===== src/rtl/fifo_uart_tx.sv =====
// Byte-at-a-time 8N1 serial transmitter that pulls bytes from a show-ahead-less FIFO.
// The line register follows the FSM state one cycle later, so the IDLE/FETCH/LATCH gap shows as exactly three high cycles.
module fifo_uart_tx #(
    parameter int CLKS_PER_BIT = 16
) (
    input  logic       clk,
    input  logic       reset,
    input  logic       empty,
    input  logic [7:0] data_in,
    output logic       read_en,
    output logic       tx,
    output logic       busy,
    output logic [7:0] frame_cnt
);

    typedef enum logic [2:0] {
        IDLE  = 3'd0,
        FETCH = 3'd1,
        LATCH = 3'd2,
        START = 3'd3,
        DATA  = 3'd4,
        STOP  = 3'd5
    } state_t;

    localparam logic [15:0] BAUD_LAST = 16'(CLKS_PER_BIT - 1);

    state_t      state_r;
    logic [15:0] baud_r;
    logic [2:0]  bit_idx_r;
    logic [7:0]  shift_r;
    logic        tx_r;
    logic        read_en_r;
    logic        busy_r;
    logic [7:0]  frame_cnt_r;
    logic        baud_done_s;

    assign baud_done_s = (baud_r == BAUD_LAST);

    // Transmit FSM with every output registered; busy also covers the trailing stop-bit cycle on the line.
    always_ff @(posedge clk or posedge reset) begin
        if (reset) begin
            state_r     <= IDLE;
            tx_r        <= 1'b1;
            read_en_r   <= 1'b0;
            busy_r      <= 1'b0;
            frame_cnt_r <= 8'd0;
            baud_r      <= 16'd0;
            bit_idx_r   <= 3'd0;
            shift_r     <= 8'd0;
        end else begin
            case (state_r)
                IDLE: begin
                    tx_r      <= 1'b1;
                    baud_r    <= 16'd0;
                    bit_idx_r <= 3'd0;
                    if (!empty) begin
                        state_r   <= FETCH;
                        read_en_r <= 1'b1;
                        busy_r    <= 1'b1;
                    end else begin
                        state_r   <= IDLE;
                        read_en_r <= 1'b0;
                        busy_r    <= 1'b0;
                    end
                end
                FETCH: begin
                    tx_r      <= 1'b1;
                    read_en_r <= 1'b0;
                    busy_r    <= 1'b1;
                    baud_r    <= 16'd0;
                    state_r   <= LATCH;
                end
                LATCH: begin
                    tx_r      <= 1'b1;
                    read_en_r <= 1'b0;
                    busy_r    <= 1'b1;
                    shift_r   <= data_in;
                    baud_r    <= 16'd0;
                    bit_idx_r <= 3'd0;
                    state_r   <= START;
                end
                START: begin
                    tx_r      <= 1'b0;
                    read_en_r <= 1'b0;
                    busy_r    <= 1'b1;
                    if (baud_done_s) begin
                        baud_r  <= 16'd0;
                        state_r <= DATA;
                    end else begin
                        baud_r  <= baud_r + 16'd1;
                        state_r <= START;
                    end
                end
                DATA: begin
                    // Index rather than shift so the captured byte stays intact for the whole frame.
                    tx_r      <= shift_r[bit_idx_r];
                    read_en_r <= 1'b0;
                    busy_r    <= 1'b1;
                    if (baud_done_s) begin
                        baud_r <= 16'd0;
                        if (bit_idx_r == 3'd7) begin
                            bit_idx_r <= 3'd0;
                            state_r   <= STOP;
                        end else begin
                            bit_idx_r <= bit_idx_r + 3'd1;
                            state_r   <= DATA;
                        end
                    end else begin
                        baud_r  <= baud_r + 16'd1;
                        state_r <= DATA;
                    end
                end
                STOP: begin
                    tx_r      <= 1'b1;
                    read_en_r <= 1'b0;
                    busy_r    <= 1'b1;
                    if (baud_done_s) begin
                        baud_r      <= 16'd0;
                        frame_cnt_r <= frame_cnt_r + 8'd1;
                        state_r     <= IDLE;
                    end else begin
                        baud_r  <= baud_r + 16'd1;
                        state_r <= STOP;
                    end
                end
                default: begin
                    state_r   <= IDLE;
                    tx_r      <= 1'b1;
                    read_en_r <= 1'b0;
                    busy_r    <= 1'b0;
                    baud_r    <= 16'd0;
                    bit_idx_r <= 3'd0;
                end
            endcase
        end
    end

    assign tx        = tx_r;
    assign read_en   = read_en_r;
    assign busy      = busy_r;
    assign frame_cnt = frame_cnt_r;

endmodule


===== config.mk =====
export PLATFORM = sky130hd
export DESIGN_NAME = fifo_uart_tx
export DESIGN_NICKNAME = d
export VERILOG_FILES = /design/src/rtl/fifo_uart_tx.sv
export SDC_FILE = /design/constraint.sdc
export NUM_CORES = 1
export LEC_CHECK = 0
export ABC_CLOCK_PERIOD_IN_PS = 2800
export CORE_UTILIZATION = 53
export DETAILED_ROUTE_END_ITERATION = 8
export PLACE_DENSITY = 0.76
export RECOVER_POWER = 50
export SLEW_MARGIN = 20
export SYNTH_ARGS = -nofsm -noshare
export SYNTH_HDL_FRONTEND = slang
export SYNTH_SLANG_ARGS = --single-unit

===== constraint.sdc =====
create_clock -name clk -period 2.8 [get_ports clk]
set_input_delay 0.84 -clock clk [delete_from_list [all_inputs] [get_ports clk]]
set_output_delay 0.84 -clock clk [all_outputs]
set_load 0.005 [all_outputs]

==> Word-level counts from Yosys, hierarchy flattened <==
Cells that the tools add are included.
{ "totals": {"ff_bits": 41, "input_bits": 11, "output_inout_bits": 11, "word_cells": 44} }
{ "classes": {"add_sub_neg": 3, "magnitude_cmp": 1, "n_eq_ne": 8, "n_mux": 17, "bitwise_logic": 1, "n_reduce_logical": 6} }
{ "op_table": {"columns": ["cell", "count"], "rows": [
  ["16-bit two-way mux", 2],
  ["3-bit case mux with 6 select lines", 1],
  ["16-bit by 1-bit adder with 16-bit output (second input constant)", 1],
  ["16-bit by 4-bit == test with 1-bit output (second input constant)", 1],
  ["3-bit two-way mux", 5],
  ["3-bit == test (second input constant)", 3],
  ["8-bit by 1-bit adder with 8-bit output (second input constant)", 1],
  ["3-bit by 2-bit == test with 1-bit output (second input constant)", 2],
  ["3-bit case mux with 2 select lines", 1],
  ["3-bit OR reduction", 2],
  ["1-bit two-way mux", 5],
  ["5-bit OR reduction", 1],
  ["3-bit by 4-bit less-than comparator with 1-bit output (second input constant)", 1],
  ["1-bit case mux with 2 select lines", 2],
  ["2-bit AND reduction", 2],
  ["3-bit by 1-bit adder with 3-bit output (second input constant)", 1],
  ["1-bit binary-select mux with 3-bit select", 1],
  ["3-bit by 1-bit == test with 1-bit output (second input constant)", 1],
  ["3-bit logical NOT", 1],
  ["2-bit != test (second input constant)", 1],
  ["1-bit inverter", 1]
]} }

==> Depth between registers and ports, before layout <==
{ "depth": {"word_depth": 4, "depth_mapped": 8, "ltp_nobuf": 5} }

==> Least setup slack after synthesis <==
OpenSTA, ideal clock, no wires.
{ "synth_path": {"path_kind": "reg2reg", "start": "reg baud_r[0]", "end": "reg baud_r[13]", "setup_time_ns": 0.071, "arrival_time_ns": 1.689, "required_ns": 2.729, "slack_ns": 1.039, "stages_incl_launch_ff": 9, "n_path_buf": 3, "synth_period_minus_slack_ns": 1.761, "path_cell_list": "dfrtp_1 -> ha_1 -> and3_1 -> and4_1 -> buf_6 -> or2_1 -> buf_4 -> buf_6 -> nor2_1"} }
{ "synth_via": {"elab_chain_len": 3, "elab_cells_between_ends": 4} }
{ "synth_lines": {"columns": ["item", "line_no", "source"], "rows": [
  ["start, declared", "28", "logic [15:0] baud_r;"],
  ["start signal, assigned", "90", "baud_r <= baud_r + 16'd1;"],
  ["start signal, assigned", "109", "baud_r <= baud_r + 16'd1;"],
  ["start signal, assigned", "122", "baud_r <= baud_r + 16'd1;"],
  ["16-bit by 1-bit adder with 16-bit output / 16-bit by 4-bit == test with 1-bit output (equally long branches)", null, null],
  ["16-bit two-way mux *", "86, 99, 117", null],
  ["16-bit two-way mux *", null, null]
]} }
Mark *: on every way between the ends. The rest lies on a longest branch, timed or not.
A chain may end at the register's enable or synchronous reset.

==> Worst setup path after layout <==
{ "layout_path": {"start": "reg tx_r, in the netlist tx", "end": "out tx"} }
{ "layout_lines": {"columns": ["item", "line_no", "source"], "rows": [
  ["start, declared", "31", "logic tx_r;"],
  ["start signal, assigned", "96", "tx_r <= shift_r[bit_idx_r];"],
  ["end, declared", "11", "output logic tx,"]
]} }
No word-level cell between the ends.

==> summary.md <==
| Metric | Value |
|---|---|
| PwrDens | 458 nW/um2 |
| VDD IR-drop max | 0.242 mV |
| Register area | 1030 um2 |
| CP startpoint kind | flip-flop |
| Vias in the first global route | 1486 |
| Pin count of the biggest net entering global routing | 42 |
| Final Max Tran Viols | 0 |
| RSZ-0062 raised after global routing | false |
| CP bufs+invs | 1 |
| Worst skew pair latency | 0.30 ns |
| Clock-pin slew on the worst setup and hold paths | 0.08 ns |
| Post-route DRC | 0 |
| DRT Pass-1 Iters | 4 |
| Crit path max-delay family | flip-flops |
| Core area | 3470 um2 |
| CTS Root Cell | clkbuf_8 |
| LEAKAGE | 0.937 nW |
| Final ANT Viol Nets | 0 |
| DR vias/cell | 5.66 |
| Max-cap violations | 0 |
| Initial antenna violation count | 0 |
| Row count | 21 |
| Setup clock skew after layout | 0.00749 ns |
| Critical path capture point type | output port |
| TritonCTS Buffers | 5 |
| Mean post-synth cell area | 11.2 um2 |
| Antenna cells | 0 |
| Multi-input gate area | 900 um2 |
| Number of synthesized flops with an enable pin | 0 |
| Die area | 4020 um2 |
| CP cell instances | clkdlybuf4s50_1 |
| Synthesized area | 2000 um2 |
| Fmax | 0.467 GHz |
| Status | finished clean |
| CP Max Fanout | 1 |
| Top FF cell, synth | dfrtp_1 |
| Non-filler cells, final | 248 |
| Area growth syn-to-layout | 16.2% |
| Post-CTS Hold Fix Bufs | 0 |
| Slew @ Worst Pin | 1.04 ns |
| Net count after synthesis | 194 |
| Detailed placement HPWL | 2550 um |
| Yosys top cell area share | 0.501 |
| Nets | 216 |
| Netlist cell types | 37 |
| First-pass GRT wire length | 6710 um |
| Postcts setup bufs | 0 |
| Die Y | 63.4 um |
| Setup CP Type | flip-flop to output port |
| Iter 0 DRT Violations | 81 |
| Routed wire length | 3630 um |
| Drt wl/cell | 14.6 um |
| Min Hold Slack | 0.467 ns |
| Crit-path slowest cell | dfstp_2 |
| Yosys warns | 0 |
| WP data arrival | 1.30 ns |
| Main area contributors after synthesis | dfrtp_1, xnor2_1, mux2_2, nor2_1, nand3_1 |
| TNS Setup | 0 ns |
| All-Layer GR Usage | 0.216 |
| Req. time, crit path | 1.96 ns |
| I/O pins | 22 |
| Gr ovfl total | 0 |
| Setup violators final | 0 |
| Hold Path Class | flip-flop to flip-flop |
| Sequential cell area fraction in the yosys report | 0.514 |
| Post-CTS sizing | 0 |
| Clock Tree Buf Depth | 2 |
| Hold Violations, Final | 0 |
| Gpl congestion | 0.783 |
| CP max stage delay | 0.52 ns |
| Post-Place Cells | 240 |
| Number of synthesized register bits | 41 |
| Area leader, netlist | dfrtp_1 |
| CTS tree | done |
| Share of layout cells above drive strength 1 | 0.129 |
| CTS HTree Levels | 2 |
| Post-layout min period | 2.14 ns |
| Asr flop ratio synth | 1.00 |
| Starting Density | 0.576 |
| Via count | 1403 |
| Relative slew slack | 0.306 |
| Port Buffers | 21 |
| Final Cycle Share | 0.765 |
| FILL cells | 296 |
| Die Wd | 63.4 um |
| Clk sinks | 41 |
| Syn Inst Count | 179 |
==> state kept, by name (all words and copies together), names as in the netlist <==
signal,flops
baud_r,16
frame_cnt,8
shift_r,8
bit_idx_r,3
state_r,3
busy,1
read_en,1
tx,1
==> worst register-to-register path, stage by stage (launching register included) <==
cell	delay (ns)
dfrtp_1	0.41
ha_1	0.27
and3_1	0.23
and4_1	0.39
or2_1	0.50
nor2_1	0.13
==> stage by stage <==
stage / setup WS, ns / cell area (um2) / util / power (mW)
2_1_floorplan: 1.02 / 2000 / - / 0.631
3_5_place_dp: 0.737 / 2230 / 0.642 / 0.653
3_3_place_gp: 0.832 / 2230 / 0.642 / 0.651
6_report: 0.658 / 2320 / 0.669 / 1.06
4_1_cts: 0.643 / 2330 / 0.671 / 1.08
5_1_grt: 0.511 / 2320 / 0.669 / 1.10
==> kinds of logic (layout without fill, tap and decap cells) <==
| kind of cell | Yosys count | count (layout) | share of synthesized area |
|---|---|---|---|
| simple gates | 78 | 78 | 0.219 |
| xor+xnor | 20 | 20 | 0.0877 |
| buf+inv | 12 | 35 | 0.0326 |
| flops | 41 | 41 | 0.514 |
| compound gates | 11 | 11 | 0.0376 |
| mux | 13 | 13 | 0.0840 |
| fa+ha+maj | 4 | 4 | 0.0251 |
==> path summary, 6_finish.rpt <==
path | end | slack, ns | depth (start not counted) | start
setup / recovery | tx | 0.66 | 1 | tx
hold / removal | frame_cnt[7] | 0.47 | 1 | frame_cnt[7]
setup reg to reg | baud_r[14] | 0.74 | 5 | baud_r[0]
hold reg to reg | frame_cnt[7] | 0.47 | 1 | frame_cnt[7]
max in group asynchronous | baud_r[8] | 0.89 | 3 | reset
min in group asynchronous | baud_r[15] | 1.30 | 3 | reset
==> routing by layer <==
metal,vias to the layer above,wire length (um),part of all wire,track usage
met5,-,0,0,0
met4,0,54,0.015,0.0625
met3,6,133,0.037,0.0543
met2,27,1780,0.49,0.347
met1,688,1660,0.46,0.288
li1,682,-,-,-
==> synthesized netlist by cell type (2+ instances only) <==
| master | count |
|---|---|
| nor2b_1 | 4 |
| nand3_1 | 14 |
| ha_1 | 4 |
| or2_1 | 2 |
| nor2_1 | 21 |
| dfrtp_1 | 40 |
| clkbuf_1 | 3 |
| nand4_1 | 7 |
| o21ai_0 | 3 |
| mux4_2 | 2 |
| o311ai_0 | 2 |
| buf_6 | 2 |
| xnor2_1 | 13 |
| nand2_1 | 4 |
| nor4_1 | 6 |
| mux2_2 | 10 |
| xor2_1 | 7 |
| inv_1 | 5 |
| nor3_1 | 7 |
| and3_1 | 4 |
| and4_1 | 2 |
| a21oi_1 | 2 |
==> report_power, final <==
part / switching [mW] / internal (mW)
registers: 0.00333 / 0.599
logic: 0.0157 / 0.0208
clock network: 0.200 / 0.223
==> layout by cell type, fill, tap and decap left out, drive strengths merged <==
cell and instances:
a32oi 1, and3 5, and4 2, dfrtp 40, ha 4, nor4b 1
mux4 2, o311ai 2, a211oi 1, nor3 7, nand3 14, nand2 4
or2 2, nor3b 1, nand4b 1, nor4 6, mux2 10, clkbuf 8
or4 1, nor2b 4, nand4 8, inv 5, xor2 7, and2 1
a21oi 3, dlygate4sd3 2, mux2i 1, dfstp 1, clkinv 1, clkdlybuf4s50 19
o31ai 1, xnor2 13, nor2 21, o21ai 3
==> layout make-up <==
cell class | count | area share
clock buffers | 7 | 0.0415
flip-flops and latches | 41 | 0.443
well taps | 46 | 0.0248
inverters | 5 | 0.00809
multi-input cells | 126 | 0.388
clock inverters | 1 | 0.00216
repair buffers | 22 | 0.0928
No activity file was read; power rests on OpenSTA's default activity.
